**src/rtl/core_mem_arb_pkg.sv**
```systemverilog
// Shared types for the IFU/LSU memory-port arbiter: FSM states, owner codes
// and grant-vector bit positions.
package core_mem_arb_pkg;

    localparam int CORE_MARB_AW = 32;
    localparam int CORE_MARB_DW = 64;
    localparam int CORE_MARB_MW = CORE_MARB_DW / 8;

    typedef enum logic [1:0] {
        CORE_MARB_IDLE = 2'd0,
        CORE_MARB_REQ  = 2'd1,
        CORE_MARB_RSP  = 2'd2
    } marb_state_e;

    typedef enum logic {
        CORE_MARB_OWN_IFU = 1'b0,
        CORE_MARB_OWN_LSU = 1'b1
    } marb_owner_e;

    // Bit positions inside the one-hot grant vector.
    localparam int GNT_IFU = 0;
    localparam int GNT_LSU = 1;

endpackage

```
**src/rtl/core_mem_arb_if.sv**
```systemverilog
// Bundle of IFU, LSU and memory-side handshake signals around the arbiter.
// The arbiter uses the slave view; requesters and memory use the master view.
interface core_mem_arb_if #(
    parameter int AW = 32,
    parameter int DW = 64,
    parameter int MW = DW / 8
);
    logic          ifu_req_valid;
    logic          ifu_req_ready;
    logic [AW-1:0] ifu_req_addr;
    logic          ifu_flush;
    logic          ifu_rsp_valid;
    logic [DW-1:0] ifu_rsp_data;

    logic          lsu_req_valid;
    logic          lsu_req_ready;
    logic [AW-1:0] lsu_req_addr;
    logic          lsu_req_wen;
    logic [DW-1:0] lsu_req_wdata;
    logic [MW-1:0] lsu_req_wmask;
    logic          lsu_rsp_valid;
    logic [DW-1:0] lsu_rsp_data;

    logic          mem_req_valid;
    logic          mem_req_ready;
    logic [AW-1:0] mem_req_addr;
    logic          mem_req_wen;
    logic [DW-1:0] mem_req_wdata;
    logic [MW-1:0] mem_req_wmask;
    logic          mem_rsp_valid;
    logic [DW-1:0] mem_rsp_data;

    modport slave (
        input  ifu_req_valid, ifu_req_addr, ifu_flush,
        input  lsu_req_valid, lsu_req_addr, lsu_req_wen, lsu_req_wdata, lsu_req_wmask,
        input  mem_req_ready, mem_rsp_valid, mem_rsp_data,
        output ifu_req_ready, ifu_rsp_valid, ifu_rsp_data,
        output lsu_req_ready, lsu_rsp_valid, lsu_rsp_data,
        output mem_req_valid, mem_req_addr, mem_req_wen, mem_req_wdata, mem_req_wmask
    );

    modport master (
        output ifu_req_valid, ifu_req_addr, ifu_flush,
        output lsu_req_valid, lsu_req_addr, lsu_req_wen, lsu_req_wdata, lsu_req_wmask,
        output mem_req_ready, mem_rsp_valid, mem_rsp_data,
        input  ifu_req_ready, ifu_rsp_valid, ifu_rsp_data,
        input  lsu_req_ready, lsu_rsp_valid, lsu_rsp_data,
        input  mem_req_valid, mem_req_addr, mem_req_wen, mem_req_wdata, mem_req_wmask
    );

endinterface

```
**src/rtl/core_mem_arb_rr.sv**
```systemverilog
// Two-way round-robin picker: a lone requester wins, a tie goes to whichever
// requester did not win last time.
module core_mem_arb_rr
    import core_mem_arb_pkg::*;
(
    input  logic        ifu_valid,
    input  logic        lsu_valid,
    input  marb_owner_e rr_last,
    output logic [1:0]  grant
);

    always_comb begin
        grant = 2'b00;
        if (ifu_valid && lsu_valid) begin
            if (rr_last == CORE_MARB_OWN_IFU) begin
                grant[GNT_LSU] = 1'b1;
            end else begin
                grant[GNT_IFU] = 1'b1;
            end
        end else if (ifu_valid) begin
            grant[GNT_IFU] = 1'b1;
        end else if (lsu_valid) begin
            grant[GNT_LSU] = 1'b1;
        end
    end

endmodule

```
**src/rtl/core_mem_arb.sv**
```systemverilog
// Shares one memory port between instruction fetch and load/store, one
// transaction in flight, and discards fetch responses killed by a flush.
module core_mem_arb
    import core_mem_arb_pkg::*;
#(
    parameter int AW = CORE_MARB_AW,
    parameter int DW = CORE_MARB_DW,
    parameter int MW = DW / 8
) (
    input  logic          clk,
    input  logic          rst,
    core_mem_arb_if.slave bus,
    output logic          arb_busy
);

    marb_state_e   state_q, state_d;
    marb_owner_e   owner_q, owner_d;
    marb_owner_e   rr_last_q, rr_last_d;
    logic          drop_q, drop_d;
    logic [AW-1:0] addr_q, addr_d;
    logic          wen_q, wen_d;
    logic [DW-1:0] wdata_q, wdata_d;
    logic [MW-1:0] wmask_q, wmask_d;

    logic          ifu_cand;
    logic [1:0]    grant;
    logic          ifu_ready, lsu_ready, ifu_rsp, lsu_rsp;

    // A flushed fetch never competes for the port.
    assign ifu_cand = bus.ifu_req_valid & ~bus.ifu_flush;

    core_mem_arb_rr u_rr (
        .ifu_valid (ifu_cand),
        .lsu_valid (bus.lsu_req_valid),
        .rr_last   (rr_last_q),
        .grant     (grant)
    );

    always_comb begin
        // NOTE: every signal written here gets a default first, so no branch can infer a latch.
        state_d   = state_q;
        owner_d   = owner_q;
        rr_last_d = rr_last_q;
        drop_d    = drop_q;
        addr_d    = addr_q;
        wen_d     = wen_q;
        wdata_d   = wdata_q;
        wmask_d   = wmask_q;
        ifu_ready = 1'b0;
        lsu_ready = 1'b0;
        ifu_rsp   = 1'b0;
        lsu_rsp   = 1'b0;

        unique case (state_q)
            CORE_MARB_IDLE: begin
                ifu_ready = grant[GNT_IFU];
                lsu_ready = grant[GNT_LSU];
                if (grant[GNT_IFU]) begin
                    state_d   = CORE_MARB_REQ;
                    owner_d   = CORE_MARB_OWN_IFU;
                    rr_last_d = CORE_MARB_OWN_IFU;
                    drop_d    = 1'b0;
                    addr_d    = bus.ifu_req_addr;
                    wen_d     = 1'b0;
                    wdata_d   = '0;
                    wmask_d   = '0;
                end else if (grant[GNT_LSU]) begin
                    state_d   = CORE_MARB_REQ;
                    owner_d   = CORE_MARB_OWN_LSU;
                    rr_last_d = CORE_MARB_OWN_LSU;
                    drop_d    = 1'b0;
                    addr_d    = bus.lsu_req_addr;
                    wen_d     = bus.lsu_req_wen;
                    wdata_d   = bus.lsu_req_wdata;
                    wmask_d   = bus.lsu_req_wmask;
                end
            end
            CORE_MARB_REQ: begin
                if (bus.mem_req_ready) begin
                    state_d = CORE_MARB_RSP;
                end
            end
            CORE_MARB_RSP: begin
                if (bus.mem_rsp_valid) begin
                    state_d = CORE_MARB_IDLE;
                    ifu_rsp = (owner_q == CORE_MARB_OWN_IFU) && !drop_q && !bus.ifu_flush;
                    lsu_rsp = (owner_q == CORE_MARB_OWN_LSU);
                end
            end
            default: state_d = CORE_MARB_IDLE;
        endcase

        // The memory side still completes; only the IFU response is swallowed.
        if ((state_q != CORE_MARB_IDLE) && (owner_q == CORE_MARB_OWN_IFU) && bus.ifu_flush) begin
            drop_d = 1'b1;
        end
    end

    always_ff @(posedge clk) begin
        if (rst) begin
            state_q   <= CORE_MARB_IDLE;
            owner_q   <= CORE_MARB_OWN_IFU;
            rr_last_q <= CORE_MARB_OWN_IFU;
            drop_q    <= 1'b0;
            // NOTE: the latched request fields drive ports directly, so they are reset to keep outputs at 0.
            addr_q    <= '0;
            wen_q     <= 1'b0;
            wdata_q   <= '0;
            wmask_q   <= '0;
        end else begin
            // NOTE: state flops use non-blocking assignment so every flop samples pre-edge values.
            state_q   <= state_d;
            owner_q   <= owner_d;
            rr_last_q <= rr_last_d;
            drop_q    <= drop_d;
            addr_q    <= addr_d;
            wen_q     <= wen_d;
            wdata_q   <= wdata_d;
            wmask_q   <= wmask_d;
        end
    end

    // Combinational handshakes are held low while reset is applied.
    assign bus.ifu_req_ready = ifu_ready & ~rst;
    assign bus.lsu_req_ready = lsu_ready & ~rst;
    assign bus.ifu_rsp_valid = ifu_rsp & ~rst;
    assign bus.lsu_rsp_valid = lsu_rsp & ~rst;
    assign bus.ifu_rsp_data  = (ifu_rsp & ~rst) ? bus.mem_rsp_data : '0;
    assign bus.lsu_rsp_data  = (lsu_rsp & ~rst) ? bus.mem_rsp_data : '0;

    assign bus.mem_req_valid = (state_q == CORE_MARB_REQ) & ~rst;
    assign bus.mem_req_addr  = addr_q;
    assign bus.mem_req_wen   = wen_q;
    assign bus.mem_req_wdata = wdata_q;
    assign bus.mem_req_wmask = wmask_q;

    assign arb_busy = (state_q != CORE_MARB_IDLE) & ~rst;

endmodule

```
**src/flat_wrapper.sv**
```systemverilog
// flat-port wrapper written by rule: the top's interface ports become plain ports
module core_mem_arb_flat import core_mem_arb_pkg::*;
#(
    parameter int AW = CORE_MARB_AW,
    parameter int DW = CORE_MARB_DW,
    parameter int MW = DW / 8
)
  (clk, rst, arb_busy, bus_ifu_req_valid, bus_ifu_req_addr, bus_ifu_flush, bus_lsu_req_valid, bus_lsu_req_addr, bus_lsu_req_wen, bus_lsu_req_wdata, bus_lsu_req_wmask, bus_mem_req_ready, bus_mem_rsp_valid, bus_mem_rsp_data, bus_ifu_req_ready, bus_ifu_rsp_valid, bus_ifu_rsp_data, bus_lsu_req_ready, bus_lsu_rsp_valid, bus_lsu_rsp_data, bus_mem_req_valid, bus_mem_req_addr, bus_mem_req_wen, bus_mem_req_wdata, bus_mem_req_wmask);
  core_mem_arb_if #(.AW(AW), .DW(DW), .MW(MW)) bus_i ();
  input  logic clk;
  input  logic rst;
  output logic arb_busy;
  input wire logic [$bits(bus_i.ifu_req_valid)-1:0] bus_ifu_req_valid;
  input wire logic [$bits(bus_i.ifu_req_addr)-1:0] bus_ifu_req_addr;
  input wire logic [$bits(bus_i.ifu_flush)-1:0] bus_ifu_flush;
  input wire logic [$bits(bus_i.lsu_req_valid)-1:0] bus_lsu_req_valid;
  input wire logic [$bits(bus_i.lsu_req_addr)-1:0] bus_lsu_req_addr;
  input wire logic [$bits(bus_i.lsu_req_wen)-1:0] bus_lsu_req_wen;
  input wire logic [$bits(bus_i.lsu_req_wdata)-1:0] bus_lsu_req_wdata;
  input wire logic [$bits(bus_i.lsu_req_wmask)-1:0] bus_lsu_req_wmask;
  input wire logic [$bits(bus_i.mem_req_ready)-1:0] bus_mem_req_ready;
  input wire logic [$bits(bus_i.mem_rsp_valid)-1:0] bus_mem_rsp_valid;
  input wire logic [$bits(bus_i.mem_rsp_data)-1:0] bus_mem_rsp_data;
  output wire logic [$bits(bus_i.ifu_req_ready)-1:0] bus_ifu_req_ready;
  output wire logic [$bits(bus_i.ifu_rsp_valid)-1:0] bus_ifu_rsp_valid;
  output wire logic [$bits(bus_i.ifu_rsp_data)-1:0] bus_ifu_rsp_data;
  output wire logic [$bits(bus_i.lsu_req_ready)-1:0] bus_lsu_req_ready;
  output wire logic [$bits(bus_i.lsu_rsp_valid)-1:0] bus_lsu_rsp_valid;
  output wire logic [$bits(bus_i.lsu_rsp_data)-1:0] bus_lsu_rsp_data;
  output wire logic [$bits(bus_i.mem_req_valid)-1:0] bus_mem_req_valid;
  output wire logic [$bits(bus_i.mem_req_addr)-1:0] bus_mem_req_addr;
  output wire logic [$bits(bus_i.mem_req_wen)-1:0] bus_mem_req_wen;
  output wire logic [$bits(bus_i.mem_req_wdata)-1:0] bus_mem_req_wdata;
  output wire logic [$bits(bus_i.mem_req_wmask)-1:0] bus_mem_req_wmask;
  assign bus_i.ifu_req_valid = bus_ifu_req_valid;
  assign bus_i.ifu_req_addr = bus_ifu_req_addr;
  assign bus_i.ifu_flush = bus_ifu_flush;
  assign bus_i.lsu_req_valid = bus_lsu_req_valid;
  assign bus_i.lsu_req_addr = bus_lsu_req_addr;
  assign bus_i.lsu_req_wen = bus_lsu_req_wen;
  assign bus_i.lsu_req_wdata = bus_lsu_req_wdata;
  assign bus_i.lsu_req_wmask = bus_lsu_req_wmask;
  assign bus_i.mem_req_ready = bus_mem_req_ready;
  assign bus_i.mem_rsp_valid = bus_mem_rsp_valid;
  assign bus_i.mem_rsp_data = bus_mem_rsp_data;
  assign bus_ifu_req_ready = bus_i.ifu_req_ready;
  assign bus_ifu_rsp_valid = bus_i.ifu_rsp_valid;
  assign bus_ifu_rsp_data = bus_i.ifu_rsp_data;
  assign bus_lsu_req_ready = bus_i.lsu_req_ready;
  assign bus_lsu_rsp_valid = bus_i.lsu_rsp_valid;
  assign bus_lsu_rsp_data = bus_i.lsu_rsp_data;
  assign bus_mem_req_valid = bus_i.mem_req_valid;
  assign bus_mem_req_addr = bus_i.mem_req_addr;
  assign bus_mem_req_wen = bus_i.mem_req_wen;
  assign bus_mem_req_wdata = bus_i.mem_req_wdata;
  assign bus_mem_req_wmask = bus_i.mem_req_wmask;
  core_mem_arb #(.AW(AW), .DW(DW), .MW(MW)) u_core (.clk(clk), .rst(rst), .bus(bus_i), .arb_busy(arb_busy));
endmodule
```
**config.mk**
```make
export PLATFORM = sky130hd
export DESIGN_NAME = core_mem_arb_flat
export DESIGN_NICKNAME = d
export VERILOG_FILES = /design/src/rtl/core_mem_arb_pkg.sv /design/src/rtl/core_mem_arb_if.sv /design/src/rtl/core_mem_arb_rr.sv /design/src/rtl/core_mem_arb.sv /design/src/flat_wrapper.sv
export SDC_FILE = /design/constraint.sdc
export NUM_CORES = 1
export LEC_CHECK = 0
export ABC_CLOCK_PERIOD_IN_PS = 1570
export CAP_MARGIN = 20
export CORE_AREA = 2 2 175 177
export DETAILED_ROUTE_END_ITERATION = 7
export DIE_AREA = 0 0 177 179
export SLEW_MARGIN = 20
export SYNTH_ARGS = -nofsm -noshare
export SYNTH_HDL_FRONTEND = slang
export SYNTH_SLANG_ARGS = --single-unit
```
**constraint.sdc**
```tcl
create_clock -name clk -period 1.57 [get_ports clk]
set_clock_uncertainty 0.15 [all_clocks]
set_input_delay 0.2355 -clock clk [delete_from_list [all_inputs] [get_ports clk]]
set_output_delay 0.2355 -clock clk [all_outputs]
set_load 0.01 [all_outputs]
```
After elaboration in Yosys (flattened, before gate mapping):

Index checks and enable logic that the tools add are counted.

* flip-flop bits (word level): 109
* input bits: 208
* output and inout bits: 239
* word-level logic and storage cells: 70

* equal/unequal tests: 5
* mux-type cells: 33
* bitwise operators: 10
* reductions and logical operators: 15

Operator list (count)
* 64-bit two-way mux: 4
* 32-bit two-way mux: 2
* 1-bit two-way mux: 19
* 8-bit two-way mux: 2
* 2-bit two-way mux: 5
* 1-bit bitwise AND: 7
* 2-bit case mux with 3 select lines: 1
* 2-bit nonzero test: 3
* 1-bit logical AND: 5
* 2-bit != test, second input constant: 2
* 2-bit AND reduction: 2
* 3-bit by 1-bit != test with 1-bit output, second input constant: 1
* 1-bit NOT: 3
* 3-bit AND reduction: 1
* 3-bit nonzero test: 1
* 2-bit by 1-bit equality test with 1-bit output, second input constant: 1
* 2-bit equality test, second input constant: 1
* 1-bit zero test: 2
* 2-bit zero test: 1

Depth between registers and ports, before layout:

* depth in word-level cells: 8
* mapped depth: 7

Modules after synthesis:

A second synthesis with hierarchy kept.

* cell total of the unflattened synthesis: 491
* area, all modules: 4989.8 µm²

Modules (own cells, without submodules)
* core_mem_arb: times used 1, cells an instance 488, area an instance 4971.0 µm², sequential area each 2182.1 µm²
* core_mem_arb_rr: times used 1, cells an instance 3, area an instance 18.8 µm², sequential area each 0.0 µm²

Worst setup path before layout:

No wires, ideal clock.

* path kind: flip-flop to output port
* start: register u_core.owner_q (netlist name)
* end: output bus_ifu_req_ready
* data arrival time: 1.309 ns
* slack: -0.124 ns
* stages on the path, launching flop included: 6
* buffers on the path: 2
* cells stage by stage: dfxtp_1 nand2b_1 nand2_2 buf_4 buf_2 nor4_1

RTL lines
* to (decl): RTL line flat_wrapper.sv:24 `output wire logic [$bits(bus_i.ifu_req_ready)-1:0] bus_ifu_req_ready;`

Worst setup path in the final report:

* start: register u_core.state_q[0]
* end: output bus_lsu_rsp_data[60]

* cells in the longest elaborated chain, start to end: 4

RTL lines
* from (decl): RTL line core_mem_arb.sv:16 `marb_state_e state_q, state_d;`
* from (signal assigned): RTL line core_mem_arb.sv:112 `state_q <= state_d;`
* 2-bit equality test: RTL line core_mem_arb.sv:54 `unique case (state_q)`
* 1-bit two-way mux: RTL line core_mem_arb.sv:54
* 1-bit bitwise AND: RTL line core_mem_arb.sv:129 `assign bus.lsu_rsp_data = (lsu_rsp & ~rst) ? bus.mem_rsp_data : '0;`
* 64-bit two-way mux: RTL line core_mem_arb.sv:129
* to (decl): RTL line flat_wrapper.sv:29 `output wire logic [$bits(bus_i.lsu_rsp_data)-1:0] bus_lsu_rsp_data;`

Every way passes these cells.

==> flow_summary.toml <==
[setup_path]
worstSetupStartpointType = "flop"
worstPathRequired_ns = 1.18
arrival_ns = 1.90
reg2reg_from = "u_core.state_q[0]"
ff2ff_path_depth = 10
ff2ff_setup_slack_ns = -0.25
r2r-end = "u_core.bus.mem_req_addr[23]"
critPathCaptureType = "primary output"
crit_fanout = 9
crit_type = "flop to primary output"

[yosys]
ys_ff_latch = 109
synth_top_area_cell = "dfxtp_1"
syn_nets = 886
synth_top_area_share_pct = 38.3
ys_warn_count = 0
synth_area_leaders = "dfxtp_1 (38%), and2_1 (14%), nand3_2 (8.8%)"
synth_top_family_by_area = "simple AND/OR/NAND/NOR gates"
synth-xor-area-share_pct = 0
synth_area_um2 = 5690
synth_compound_area_share_pct = 17.5
syn_area_per_cell_um2 = 8.39
yosys.area_share.simple_pct = 36.1
ys_types = 29
yosysSeqAreaShare_pct = 38.3
syn-instance-count = 678
synth_adder_area_share_pct = 0
synthMuxAreaShare_pct = 0

[power]
intPower_w = 0.00640
power_w = 0.00941
netSwitchingFraction_pct = 31.9
power.clock.fraction_pct = 26.1
switchingPower_w = 0.00300
pwr-share-seq_pct = 33.9
ir_worst_vdd_mv = 0.518
p_leak_nw = 7.15
powerDensity_nw_per_um2 = 687
combPwrFrac_pct = 40.0

[worst_hold_path]
min_from = "rst"
holdPathEnd = "u_core.state_q[0]"
min_path_cells = 3
hp-class = "input port to flop"

[place]
io_buffers = 446
place_hpwl_mm = 20.4
place_area_um2 = 10600
gp_congestion = 0.864
pre_cts_slack_ns = -0.977

[finish]
final_cell_mix = "clkdlybuf4s50_1 (203), and2_1 (107), dlymetal6s2s_1 (106), dfxtp_1 (106), buf_2 (90)"
nNetsFinal = 1405
stdcell_area_um2 = 13700
final_common_cell = "clkdlybuf4s50_1"
area_delta_synth_final_pct = 141
drive_gt1_share_pct = 47.3
nFillCells = 2858

[route]
wl_per_cell_um = 21.1
first_pass_iters = 4
dr.first_iter.drc_count = 257
dr_total_vias = 7026
ant_nets = 0
vias_per_cell = 4.39
drc_errors = 0
routed_wl_mm = 33.9

[sta]
period_share_pct = 146
tightest_slew_ns = 1.24
slew_viol_final = 0
final-hold-violation-count = 0
setup_viol = 242
post-route-min-period_ns = 2.28
fmax_ghz = 0.438
grt_setup_unrepaired = "yes"
slew_headroom_pct = 17.7
worst_slack_ns = -0.715
whs_ns = 0.0744

[floorplan]
core_um2 = 30000
start_util_pct = 19.0
rows = 64
die_y_um = 179
die_x_um = 177
die-area_um2 = 31700
io_pins = 447

[outcome]
violations = "setup timing"
status = "finished with violations"

[clock_tree]
clkSlewWorstSetupHoldPaths_ns = 0.07
numClockSinks = 109
clkLatencyLatePin_ns = 0.36
cts_tree = "done"
h-tree-depth = 3
cts-root-buf = "clkbuf_16"
clockBufferDepth = 2
numCtsBuffers = 9
cts_hold_buf = 0

[run]
cap_violations = 0

[global_route]
grt_pass1_vias = 6298
track_usage_pct = 17.5
antenna_found_initial = 6
grt_pass1_wl_mm = 40.8
overflow = 0
grt_max_degree = 73
-- state kept, by name, summed over array words and instances (netlist names) --
register,count
u_core.owner_q,1
u_core.bus.mem_req_wmask,8
u_core.bus.mem_req_addr,32
u_core.drop_q,1
u_core.bus.mem_req_wen,1
u_core.state_q,2
u_core.bus.mem_req_wdata,64
-- layout make-up --
type / count / area (µm²) / share of cell area (%)
diodes: 4 / 10.0 / 0.0731
clock buffers: 12 / 246 / 1.80
clock inverters: 4 / 55.1 / 0.402
inverters: 1 / 3.75 / 0.0274
multi-input cells: 502 / 4210 / 30.7
flip-flops and latches: 109 / 2190 / 16.0
well taps: 396 / 495 / 3.62
repair buffers: 574 / 6490 / 47.4
-- layer usage --
| metal | up-vias | GRT usage, % | part of all wire (%) |
|---|---|---|---|
| met5 | - | 0 | 0.077 |
| met1 | 3365 | 18.6 | 36 |
| met2 | 277 | 31.7 | 54 |
| li1 | 3315 | - | - |
| met3 | 65 | 5.34 | 6.8 |
| met4 | 4 | 7.82 | 3.6 |
-- critical path: stages, from the launching register on --
cell,delay (ns)
dfxtp_2,0.33
nor2_2,0.08
nand3_2,0.11
buf_4,0.16
nor2_4,0.11
buf_6,0.16
buf_4,0.11
buf_4,0.10
buf_6,0.11
and2_1,0.12
buf_2,0.13
-- worst max-delay path by stage --
| stage | end | cells after the start | from | slack [ns] |
|---|---|---|---|---|
| floorplan | bus_ifu_req_ready | 5 | u_core.owner_q | -0.005 |
| global placement | bus_ifu_rsp_data[52] | 6 | bus_mem_rsp_valid | -0.96 |
| detailed placement | bus_ifu_rsp_data[52] | 6 | bus_mem_rsp_valid | -0.98 |
| CTS | bus_lsu_rsp_data[50] | 9 | u_core.state_q[0] | -0.76 |
| global route | bus_lsu_rsp_data[60] | 10 | u_core.state_q[0] | -0.83 |
| finish | bus_lsu_rsp_data[60] | 10 | u_core.state_q[0] | -0.71 |
-- kinds of logic (layout without fill, tap and decap cells) --
logic type      count (synthesis)  count (layout)
flops                         109             109
compound gates                143             143
simple gates                  359             359
buf+inv                        67             591
other cells                     0               4
-- what timing repair did --
item | CTS | global route
setup buffers | 28 | 31
pin swaps | 30 | 147
gates resized for setup | 602 | 421
endpoints found under the hold margin | 0 | 0
gates cloned | 18 | 30
setup endpoints to repair | 347 | 347
-- power by group through the flow --
stage | Combinational, W | Clock, W | Sequential (W)
after global routing | 0.00396 | 0.00263 | 0.00322
after detailed placement | 0.00239 | 0 | 0.00320
final | 0.00376 | 0.00246 | 0.00319
after global placement | 0.00238 | 0 | 0.00319
after CTS | 0.00287 | 0.00253 | 0.00315
after floorplan | 0.000924 | 0 | 0.00331
-- through the flow --
step	std cells	TNS [ns]	util, %
after floorplan	678	-0.182	-
after global placement	1486	-180.98	35.3
after detailed placement	1486	-184.88	35.3
after CTS	1548	-120.23	38.8
after global routing	1602	-122.92	45.6
final	1602	-100.81	45.6
-- cells in the mapped netlist --
cell	n
and2_1	129
dfxtp_1	109
nand2_1	106
a21oi_1	58
a21oi_2	50
nand3_2	50
nor2_1	40
a211oi_1	32
nand3_1	24
buf_2	19
clkbuf_1	19
buf_4	8
buf_12	6
buf_6	6
clkbuf_2	6
buf_1	2
nor3b_1	2
a211oi_2	1
inv_1	1
nand2_2	1
nand2b_1	1
nor2_4	1
nor2b_2	1
nor3_1	1
nor4_1	1
nor4_2	1
o21a_1	1
o21ai_2	1
or3b_2	1
Note: power is estimated with default switching activity, not from simulation.
